## src/rtl/pwm_wave_ctrl_if.sv

```systemverilog
// Configuration handshake bundle for pwm_wave_ctrl: a valid/ready offer of
// period, high time and start phase.
interface pwm_wave_ctrl_if #(
    parameter int unsigned WIDTH = 16
);
    logic             cfg_valid;
    logic             cfg_ready;
    logic [WIDTH-1:0] cfg_period;
    logic [WIDTH-1:0] cfg_high;
    logic [WIDTH-1:0] cfg_phase;

    modport master (
        output cfg_valid,
        output cfg_period,
        output cfg_high,
        output cfg_phase,
        input  cfg_ready
    );

    modport slave (
        input  cfg_valid,
        input  cfg_period,
        input  cfg_high,
        input  cfg_phase,
        output cfg_ready
    );
endinterface

```

## src/rtl/pwm_wave_ctrl.sv

```systemverilog
// Phase-delayed PWM generator with a single-entry pending configuration that
// only takes effect at period boundaries or when starting from idle.
module pwm_wave_ctrl #(
    parameter int unsigned WIDTH      = 16,
    parameter int unsigned DEF_PERIOD = 40,
    parameter int unsigned DEF_HIGH   = 16,
    parameter int unsigned DEF_PHASE  = 0
) (
    input  logic           clk,
    input  logic           rst_n,
    input  logic           en,
    pwm_wave_ctrl_if.slave cfg,
    output logic           wave_out,
    output logic           period_start,
    output logic           busy
);

    typedef enum logic [1:0] {StIdle, StPhase, StRun} state_e;

    localparam logic [WIDTH-1:0] One       = WIDTH'(1);
    localparam logic [WIDTH-1:0] DefPeriod = WIDTH'(DEF_PERIOD);
    localparam logic [WIDTH-1:0] DefHigh   = WIDTH'(DEF_HIGH);
    localparam logic [WIDTH-1:0] DefPhase  = WIDTH'(DEF_PHASE);

    state_e           state_q, state_d;
    logic [WIDTH-1:0] cnt_q, cnt_d, pcnt_q, pcnt_d;
    logic [WIDTH-1:0] act_period_q, act_period_d, act_high_q, act_high_d;
    logic [WIDTH-1:0] act_phase_q, act_phase_d;
    logic [WIDTH-1:0] pend_period_q, pend_period_d, pend_high_q, pend_high_d;
    logic [WIDTH-1:0] pend_phase_q, pend_phase_d;
    logic             pend_valid_q, pend_valid_d;
    logic             wave_q, wave_d, pstart_q, pstart_d;

    logic             accept, apply;
    logic [WIDTH-1:0] start_phase, san_period, san_high;

    assign cfg.cfg_ready = !pend_valid_q;
    assign accept        = cfg.cfg_valid && !pend_valid_q;
    assign busy          = (state_q != StIdle);
    assign wave_out      = wave_q;
    assign period_start  = pstart_q;

    // Clamp at accept so the active set is always self-consistent.
    assign san_period = (cfg.cfg_period == '0) ? One : cfg.cfg_period;
    assign san_high   = (cfg.cfg_high > san_period) ? san_period : cfg.cfg_high;

    always_comb begin
        state_d       = state_q;
        cnt_d         = cnt_q;
        pcnt_d        = pcnt_q;
        act_period_d  = act_period_q;
        act_high_d    = act_high_q;
        act_phase_d   = act_phase_q;
        pend_period_d = pend_period_q;
        pend_high_d   = pend_high_q;
        pend_phase_d  = pend_phase_q;
        pend_valid_d  = pend_valid_q;
        apply         = 1'b0;
        start_phase   = pend_valid_q ? pend_phase_q : act_phase_q;

        unique case (state_q)
            StIdle: begin
                if (en) begin
                    apply = pend_valid_q;
                    if (start_phase != '0) begin
                        state_d = StPhase;
                        pcnt_d  = '0;
                    end else begin
                        state_d = StRun;
                        cnt_d   = '0;
                    end
                end
            end
            StPhase: begin
                if (!en) begin
                    state_d = StIdle;
                    pcnt_d  = '0;
                end else if (pcnt_q == act_phase_q - One) begin
                    state_d = StRun;
                    cnt_d   = '0;
                    pcnt_d  = '0;
                end else begin
                    pcnt_d = pcnt_q + One;
                end
            end
            StRun: begin
                if (cnt_q == act_period_q - One) begin
                    cnt_d = '0;
                    // A stop leaves the pending set for the next start.
                    if (!en) state_d = StIdle;
                    else     apply   = pend_valid_q;
                end else begin
                    cnt_d = cnt_q + One;
                end
            end
            default: state_d = StIdle;
        endcase

        if (apply) begin
            act_period_d = pend_period_q;
            act_high_d   = pend_high_q;
            act_phase_d  = pend_phase_q;
            pend_valid_d = 1'b0;
        end
        // apply needs pend_valid_q=1, accept needs it 0: never both.
        if (accept) begin
            pend_period_d = san_period;
            pend_high_d   = san_high;
            pend_phase_d  = cfg.cfg_phase;
            pend_valid_d  = 1'b1;
        end

        wave_d   = (state_d == StRun) && (cnt_d < act_high_d);
        pstart_d = (state_d == StRun) && (cnt_d == '0);
    end

    always_ff @(posedge clk or negedge rst_n) begin
        if (!rst_n) begin
            state_q       <= StIdle;
            cnt_q         <= '0;
            pcnt_q        <= '0;
            act_period_q  <= DefPeriod;
            act_high_q    <= DefHigh;
            act_phase_q   <= DefPhase;
            pend_period_q <= '0;
            pend_high_q   <= '0;
            pend_phase_q  <= '0;
            pend_valid_q  <= 1'b0;
            wave_q        <= 1'b0;
            pstart_q      <= 1'b0;
        end else begin
            state_q       <= state_d;
            cnt_q         <= cnt_d;
            pcnt_q        <= pcnt_d;
            act_period_q  <= act_period_d;
            act_high_q    <= act_high_d;
            act_phase_q   <= act_phase_d;
            pend_period_q <= pend_period_d;
            pend_high_q   <= pend_high_d;
            pend_phase_q  <= pend_phase_d;
            pend_valid_q  <= pend_valid_d;
            wave_q        <= wave_d;
            pstart_q      <= pstart_d;
        end
    end

endmodule

```

## src/flat_wrapper.sv

```systemverilog
// flat-port wrapper written by rule: the top's interface ports become plain ports
module pwm_wave_ctrl_flat 
#(
    parameter int unsigned WIDTH      = 16,
    parameter int unsigned DEF_PERIOD = 40,
    parameter int unsigned DEF_HIGH   = 16,
    parameter int unsigned DEF_PHASE  = 0
)
  (clk, rst_n, en, wave_out, period_start, busy, cfg_cfg_valid, cfg_cfg_period, cfg_cfg_high, cfg_cfg_phase, cfg_cfg_ready);
  pwm_wave_ctrl_if #(.WIDTH(WIDTH)) cfg_i ();
  input  logic clk;
  input  logic rst_n;
  input  logic en;
  output logic wave_out;
  output logic period_start;
  output logic busy;
  input wire logic [$bits(cfg_i.cfg_valid)-1:0] cfg_cfg_valid;
  input wire logic [$bits(cfg_i.cfg_period)-1:0] cfg_cfg_period;
  input wire logic [$bits(cfg_i.cfg_high)-1:0] cfg_cfg_high;
  input wire logic [$bits(cfg_i.cfg_phase)-1:0] cfg_cfg_phase;
  output wire logic [$bits(cfg_i.cfg_ready)-1:0] cfg_cfg_ready;
  assign cfg_i.cfg_valid = cfg_cfg_valid;
  assign cfg_i.cfg_period = cfg_cfg_period;
  assign cfg_i.cfg_high = cfg_cfg_high;
  assign cfg_i.cfg_phase = cfg_cfg_phase;
  assign cfg_cfg_ready = cfg_i.cfg_ready;
  pwm_wave_ctrl #(.WIDTH(WIDTH), .DEF_PERIOD(DEF_PERIOD), .DEF_HIGH(DEF_HIGH), .DEF_PHASE(DEF_PHASE)) u_core (.clk(clk), .rst_n(rst_n), .en(en), .cfg(cfg_i), .wave_out(wave_out), .period_start(period_start), .busy(busy));
endmodule
```

## config.mk

```make
export PLATFORM = sky130hd
export DESIGN_NAME = pwm_wave_ctrl_flat
export DESIGN_NICKNAME = d
export VERILOG_FILES = /design/src/rtl/pwm_wave_ctrl_if.sv /design/src/rtl/pwm_wave_ctrl.sv /design/src/flat_wrapper.sv
export SDC_FILE = /design/constraint.sdc
export NUM_CORES = 1
export LEC_CHECK = 0
export ABC_CLOCK_PERIOD_IN_PS = 6300
export CAP_MARGIN = 20
export CORE_UTILIZATION = 60
export CTS_CLUSTER_DIAMETER = 50
export DETAILED_ROUTE_END_ITERATION = 16
export GPL_TIMING_DRIVEN = 0
export PLACE_DENSITY = 0.81
export SLEW_MARGIN = 20
export SYNTH_ARGS = -nofsm -noshare
export SYNTH_HDL_FRONTEND = slang
export SYNTH_SLANG_ARGS = --single-unit
```

## constraint.sdc

```tcl
create_clock -name clk -period 6.3 [get_ports clk]
set_input_delay 1.26 -clock clk [delete_from_list [all_inputs] [get_ports clk]]
set_output_delay 1.26 -clock clk [all_outputs]
set_load 0.01 [all_outputs]
```

* Word-level counts from Yosys, hierarchy flattened *
Index checks and enable logic that the tools add are counted.

cells by class
  divide/modulo/power cells = 0
  equality and inequality tests = 7
  bitwise operators = 0
  $mul = 0
  $add $sub $neg = 4
  reduce and logical (&&, ||, !) cells = 12
  shift operators = 0
  multiplexer cells = 27
  order comparisons = 2

operators by type and width
  kind                                                    count
  2-to-1 mux 16 bit                                       13
  case mux 16 bit (3 select lines)                        1
  adder 16 x 1 -> 16 bit (second input constant)          2
  == test 16 bit                                          2
  logical NOT 16 bit                                      2
  case mux 16 bit (2 select lines)                        1
  subtractor 16 x 1 -> 16 bit (second input constant)     2
  > comparator 16 bit                                     1
  less-than comparator 16 bit                             1
  nonzero test 16 bit                                     1
  2-to-1 mux 2 bit                                        6
  case mux 2 bit (3 select lines)                         1
  nonzero test 2 bit                                      3
  == test 2 bit (second input constant)                   2
  2-to-1 mux 1 bit                                        4
  logical AND 1 bit                                       3
  AND reduction 3 bit                                     1
  == test 2 x 1 -> 1 bit (second input constant)          1
  logical NOT 2 bit                                       1
  inequality test 2 x 1 -> 1 bit (second input constant)  1
  inequality test 2 bit (second input constant)           1
  case mux 1 bit (2 select lines)                         1
  logical NOT 1 bit                                       1

storage, ports and cells
  output and inout bits = 4
  bits of input ports = 52
  register bits after elaboration = 133
  word-level logic and storage cells = 64
  bits in latches = 0
  memories = 0
  memory bits (read-only) = 0
  bits in writable memories = 0

* Depth between registers and ports, before layout *
  word-level depth = 7
  depth in mapped cells = 22
  depth with buffers taken out = 20

* Least setup slack after synthesis *
Ideal clock, no wire load.

  path kind = flip-flop to flip-flop
  from = register u_core.act_period_q[6]
  to = register u_core.wave_q (netlist: u_core.wave_out)
  cell stages (with the launch flop) = 20
  clock period less this slack = 4.611 ns
  data required time = 6.235 ns
  setup time = 0.065 ns
  arrival = 4.546 ns
  setup slack = 1.689 ns
  cell sequence = dfrtp_1 > or4_1 > nand3b_1 > a211oi_1 > or4b_1 > nor4_2 > o211a_1 > buf_4 > buf_2 > mux2i_1 > ha_1 > a21o_1 > a21o_1 > a21o_1 > a21oi_1 > nor2b_1 > o21ai_0 > nand2b_1 > a211oi_1 > o211a_1

between the ends
  cells in the longest elaborated chain, start to end = 7
  elaborated cells on any way between the ends = 12

ends and longest elaborated chain
  element                          line                  text
  start: declaration               pwm_wave_ctrl.sv:27   logic [WIDTH-1:0] act_period_q, act_period_d, act_high_q, act_high_d;
  start signal: assignment         pwm_wave_ctrl.sv:122  act_period_q <= DefPeriod;
  start signal: assignment         pwm_wave_ctrl.sv:135  act_period_q <= act_period_d;
  subtractor 16 x 1 -> 16 bit (*)  pwm_wave_ctrl.sv:87   if (cnt_q == act_period_q - One) begin
  == test 16 bit (*)               pwm_wave_ctrl.sv:87
  2-to-1 mux 1 bit                 pwm_wave_ctrl.sv:87
  case mux 1 bit (2 select lines)  pwm_wave_ctrl.sv:61   unique case (state_q)
  2-to-1 mux 16 bit                pwm_wave_ctrl.sv:99   if (apply) begin
  less-than comparator 16 bit      pwm_wave_ctrl.sv:113  wave_d = (state_d == StRun) && (cnt_d < act_high_d);
  logical AND 1 bit (*)            pwm_wave_ctrl.sv:113
  via u_core.wave_d                pwm_wave_ctrl.sv:32   logic wave_q, wave_d, pstart_q, pstart_d;
  end signal: assignment           pwm_wave_ctrl.sv:142  wave_q <= wave_d;
  end: declaration                 pwm_wave_ctrl.sv:32

The timed path passes the listed nets; every way through them passes the cells marked *.
A chain may end at the register's enable or synchronous reset.

* Worst setup path after layout *
  from = register u_core.act_period_q[2]
  to = register u_core.wave_q (netlist: u_core.wave_out)

The elaborated chain is that of the path after synthesis.

==> reports/metrics.yaml <==
synthesis:
  synth.cell_area_um2: 7770
  synth_most_common_cell: "dfrtp_1"
  avgSynthCellArea_um2: 9.78
  yosysSeqAreaShare: 0.429
  synth_area_leaders: "dfrtp_1 42%, mux2_2 6.4%, ha_1 5.6%, o21ai_0 4.3%, mux2i_1 4.1%"
  muxShareOfSynthArea: 0.105
  ys_ff_latch: 133
  synthXorXnorAreaFrac: 0.0530
  yosys-top-cells-count: "130 x dfrtp_1, 70 x nand2_1, 66 x o21ai_0"
  yosys.area.top_type: "dfrtp_1"
  synth_cells: 794
  synth_adder_area_share: 0.0564
  yosysTopAreaCellShare: 0.419
  yosys_warnings: 0
  synth_cell_types: 68
  synth_edf_count: 0
  yosys.area_share.simple: 0.176
  synth_compound_area_frac: 0.134
  synth_top_family_by_area: "simple AND/OR/NAND/NOR gates"
  synth-main-ff-cell: "dfrtp_1"
  syn_nets: 881
  async_flop_share: 1.00
critical_path:
  startpoint_type: "register"
  reg2regPathDepth: 20
  cp.required_ns: 6.65
  r2r_setup_slack_ns: 0.40
  endpoint: "u_core.wave_out"
  timing.rr.end: "u_core.wave_out"
  arrival_ns: 6.25
  worstSetupStartpoint: "u_core.act_period_q[2]"
  worst-path-max-fanout: 10
  critical_path.endpoint_type: "register"
  r2r_start: "u_core.act_period_q[2]"
  criticalPathCategory: "register to register"
die:
  die_y_um: 116
  core-area_um2: 12600
  pin_count: 56
  initial_core_util: 0.615
  num_rows: 41
  die_area_um2: 13400
  dieWidth_um: 116
cts:
  clock_latency_ns: 0.42
  post_cts_buffers: 0
  path_clk_slew_ns: 0.06
  htreeDepth: 4
  cts_tree: "built"
  clockRootBuffer: "clkbuf_16"
  clkSinkCount: 133
  ctsHoldBuffers: 0
  cts_resized: 0
  clockBufferDepth: 2
  numCtsBuffers: 17
sta:
  fmax_ghz: 0.169
  slew_headroom: 0.394
  drv_slew: 0
  finalCriticalPeriod_ns: 5.90
  post-route-period-util: 0.937
  finalHoldViolCount: 0
  skew_ns: 0.0105
  fin_hold_ws_ns: 0.489
  finalSetupViolations: 0
  grt_setup_unrepaired: "no"
  setup_tns_ns: 0
  worstMarginPinSlew_ns: 0.901
grt:
  grt_pass1_vias: 6290
  antenna_found_initial: 0
  grt.overflow.total: 0
  track_usage: 0.323
  grt_pass1_wl_um: 32500
  grt_max_degree: 75
routing:
  dr.pass1.iters: 5
  routed_wl_um: 20100
  route.detailed.drc: 0
  vias: 6554
  drt-wirelength-per-cell_um: 19.0
  viasPerCell: 6.22
  drt_iter0_markers: 510
  antenna_left: 0
hold_path:
  worstHoldPathType: "register to register"
  worstHoldStart: "u_core.pend_high_q[15]"
placed_design:
  place_area_um2: 8560
  place_congestion: 0.890
  dp_hpwl_um: 14800
  portBuffers: 55
finish:
  antenna_cells: 0
  drive_gt1_frac: 0.119
  area_delta_synth_final_pct: 17.5
  postLayoutCoreUtil: 0.723
  layout.nets: 956
  post-route-cell-area_um2: 9130
power_and_ir_drop:
  p_leak_nw: 4.17
  max-vdd-ir-drop_uv: 199
  p_per_area_nw_per_um2: 210
job:
  drv_cap: 0
run_status:
  status: "completed"
-- worst max-delay path, stage by stage (launching register included) --
cell      delay [ns]
dfrtp_1         0.35
clkbuf_1        0.20
nor3_1          0.45
nand3b_1        0.31
a211oi_1        0.28
or4b_1          0.48
nor4_2          0.76
o211a_1         0.24
buf_4           0.19
buf_2           0.30
mux2i_1         0.33
ha_1            0.30
a21o_1          0.16
a21o_1          0.17
a21o_1          0.17
a21oi_1         0.14
nor2b_1         0.06
o21ai_0         0.18
nand2b_1        0.08
a211oi_1        0.45
o211a_1         0.23
-- area by class of cell --
type / count / area, um2
clock buffers: 19 / 443
flip-flops and latches: 133 / 3330
clock inverters: 13 / 119
repair buffers: 56 / 583
multi-input cells: 573 / 4080
well taps: 172 / 215
plain buffers: 39 / 175
fillers: 935 / 3490
inverters: 49 / 184
-- worst min-delay path by stage --
| stage | endpoint | slack, ns | cells past startpoint |
|---|---|---|---|
| 2_1_floorplan | u_core.act_period_q[0] | 0.44 | 2 |
| 3_3_place_gp | u_core.pend_period_q[11] | 0.47 | 2 |
| 3_5_place_dp | u_core.pend_period_q[8] | 0.47 | 2 |
| 4_1_cts | u_core.pend_high_q[15] | 0.49 | 2 |
| 5_1_grt | u_core.pend_high_q[15] | 0.52 | 2 |
| 6_report | u_core.pend_high_q[15] | 0.49 | 2 |
-- flip-flops by register name, indices dropped and copies added (netlist names) --
| register | flops |
|---|---|
| u_core.act_high_q | 16 |
| u_core.act_period_q | 16 |
| u_core.act_phase_q | 16 |
| u_core.cnt_q | 16 |
| u_core.pcnt_q | 16 |
| u_core.pend_high_q | 16 |
| u_core.pend_period_q | 16 |
| u_core.pend_phase_q | 16 |
| u_core.pend_valid_q | 1 |
| u_core.period_start | 1 |
| u_core.state_q | 2 |
| u_core.wave_out | 1 |
-- cells in the final DEF (no fill, tap or decap), types with 5 or more instances in the layout --
cell type	n
a211oi_1	5
a21o_1	10
a21oi_1	10
a22o_1	5
a31oi_1	6
and3_1	12
buf_2	5
clkbuf_1	28
clkbuf_16	17
clkdlybuf4s50_1	54
dfrtp_1	130
ha_1	35
inv_1	49
inv_6	5
mux2_2	44
mux2i_1	32
nand2_1	70
nand3_1	22
nand3b_1	8
nand4_1	10
nor2_1	39
nor2b_1	12
nor3_1	21
nor4_1	15
o211ai_1	5
o21a_1	5
o21ai_0	66
o22ai_1	5
o31ai_1	9
or2_2	5
or3_1	9
or4_1	9
xnor2_1	23
xor2_1	24
-- through the flow --
step,power (mW),setup slack (ns),cells
6_report,1.91,0.396,1054
5_1_grt,1.97,0.0938,1054
4_1_cts,1.92,0.506,1054
3_5_place_dp,0.977,0.573,1022
3_3_place_gp,0.971,-0.997,1021
2_1_floorplan,0.911,1.69,794
-- kinds of logic after synthesis --
| family | Yosys count |
|---|---|
| simple gates | 257 |
| compound gates | 158 |
| flops | 133 |
| buf+inv | 88 |
| mux | 76 |
| xor+xnor | 47 |
| fa+ha+maj | 35 |
-- where the power goes --
group | switching (mW) | leakage [nW] | internal [mW]
Sequential | 0 | 1.76 | 0.854
Combinational | 0.0538 | 2.14 | 0.0540
Clock | 0.393 | 0.279 | 0.558
-- routing by layer --
metal,up-vias,wire length [um],GRT usage
met1,3194,9080,0.455
met3,39,1220,0.0612
met4,0,428,0.0974
met2,299,9340,0.510
met5,-,0,0
li1,3022,-,-
No activity file was read; power rests on OpenSTA's default activity.
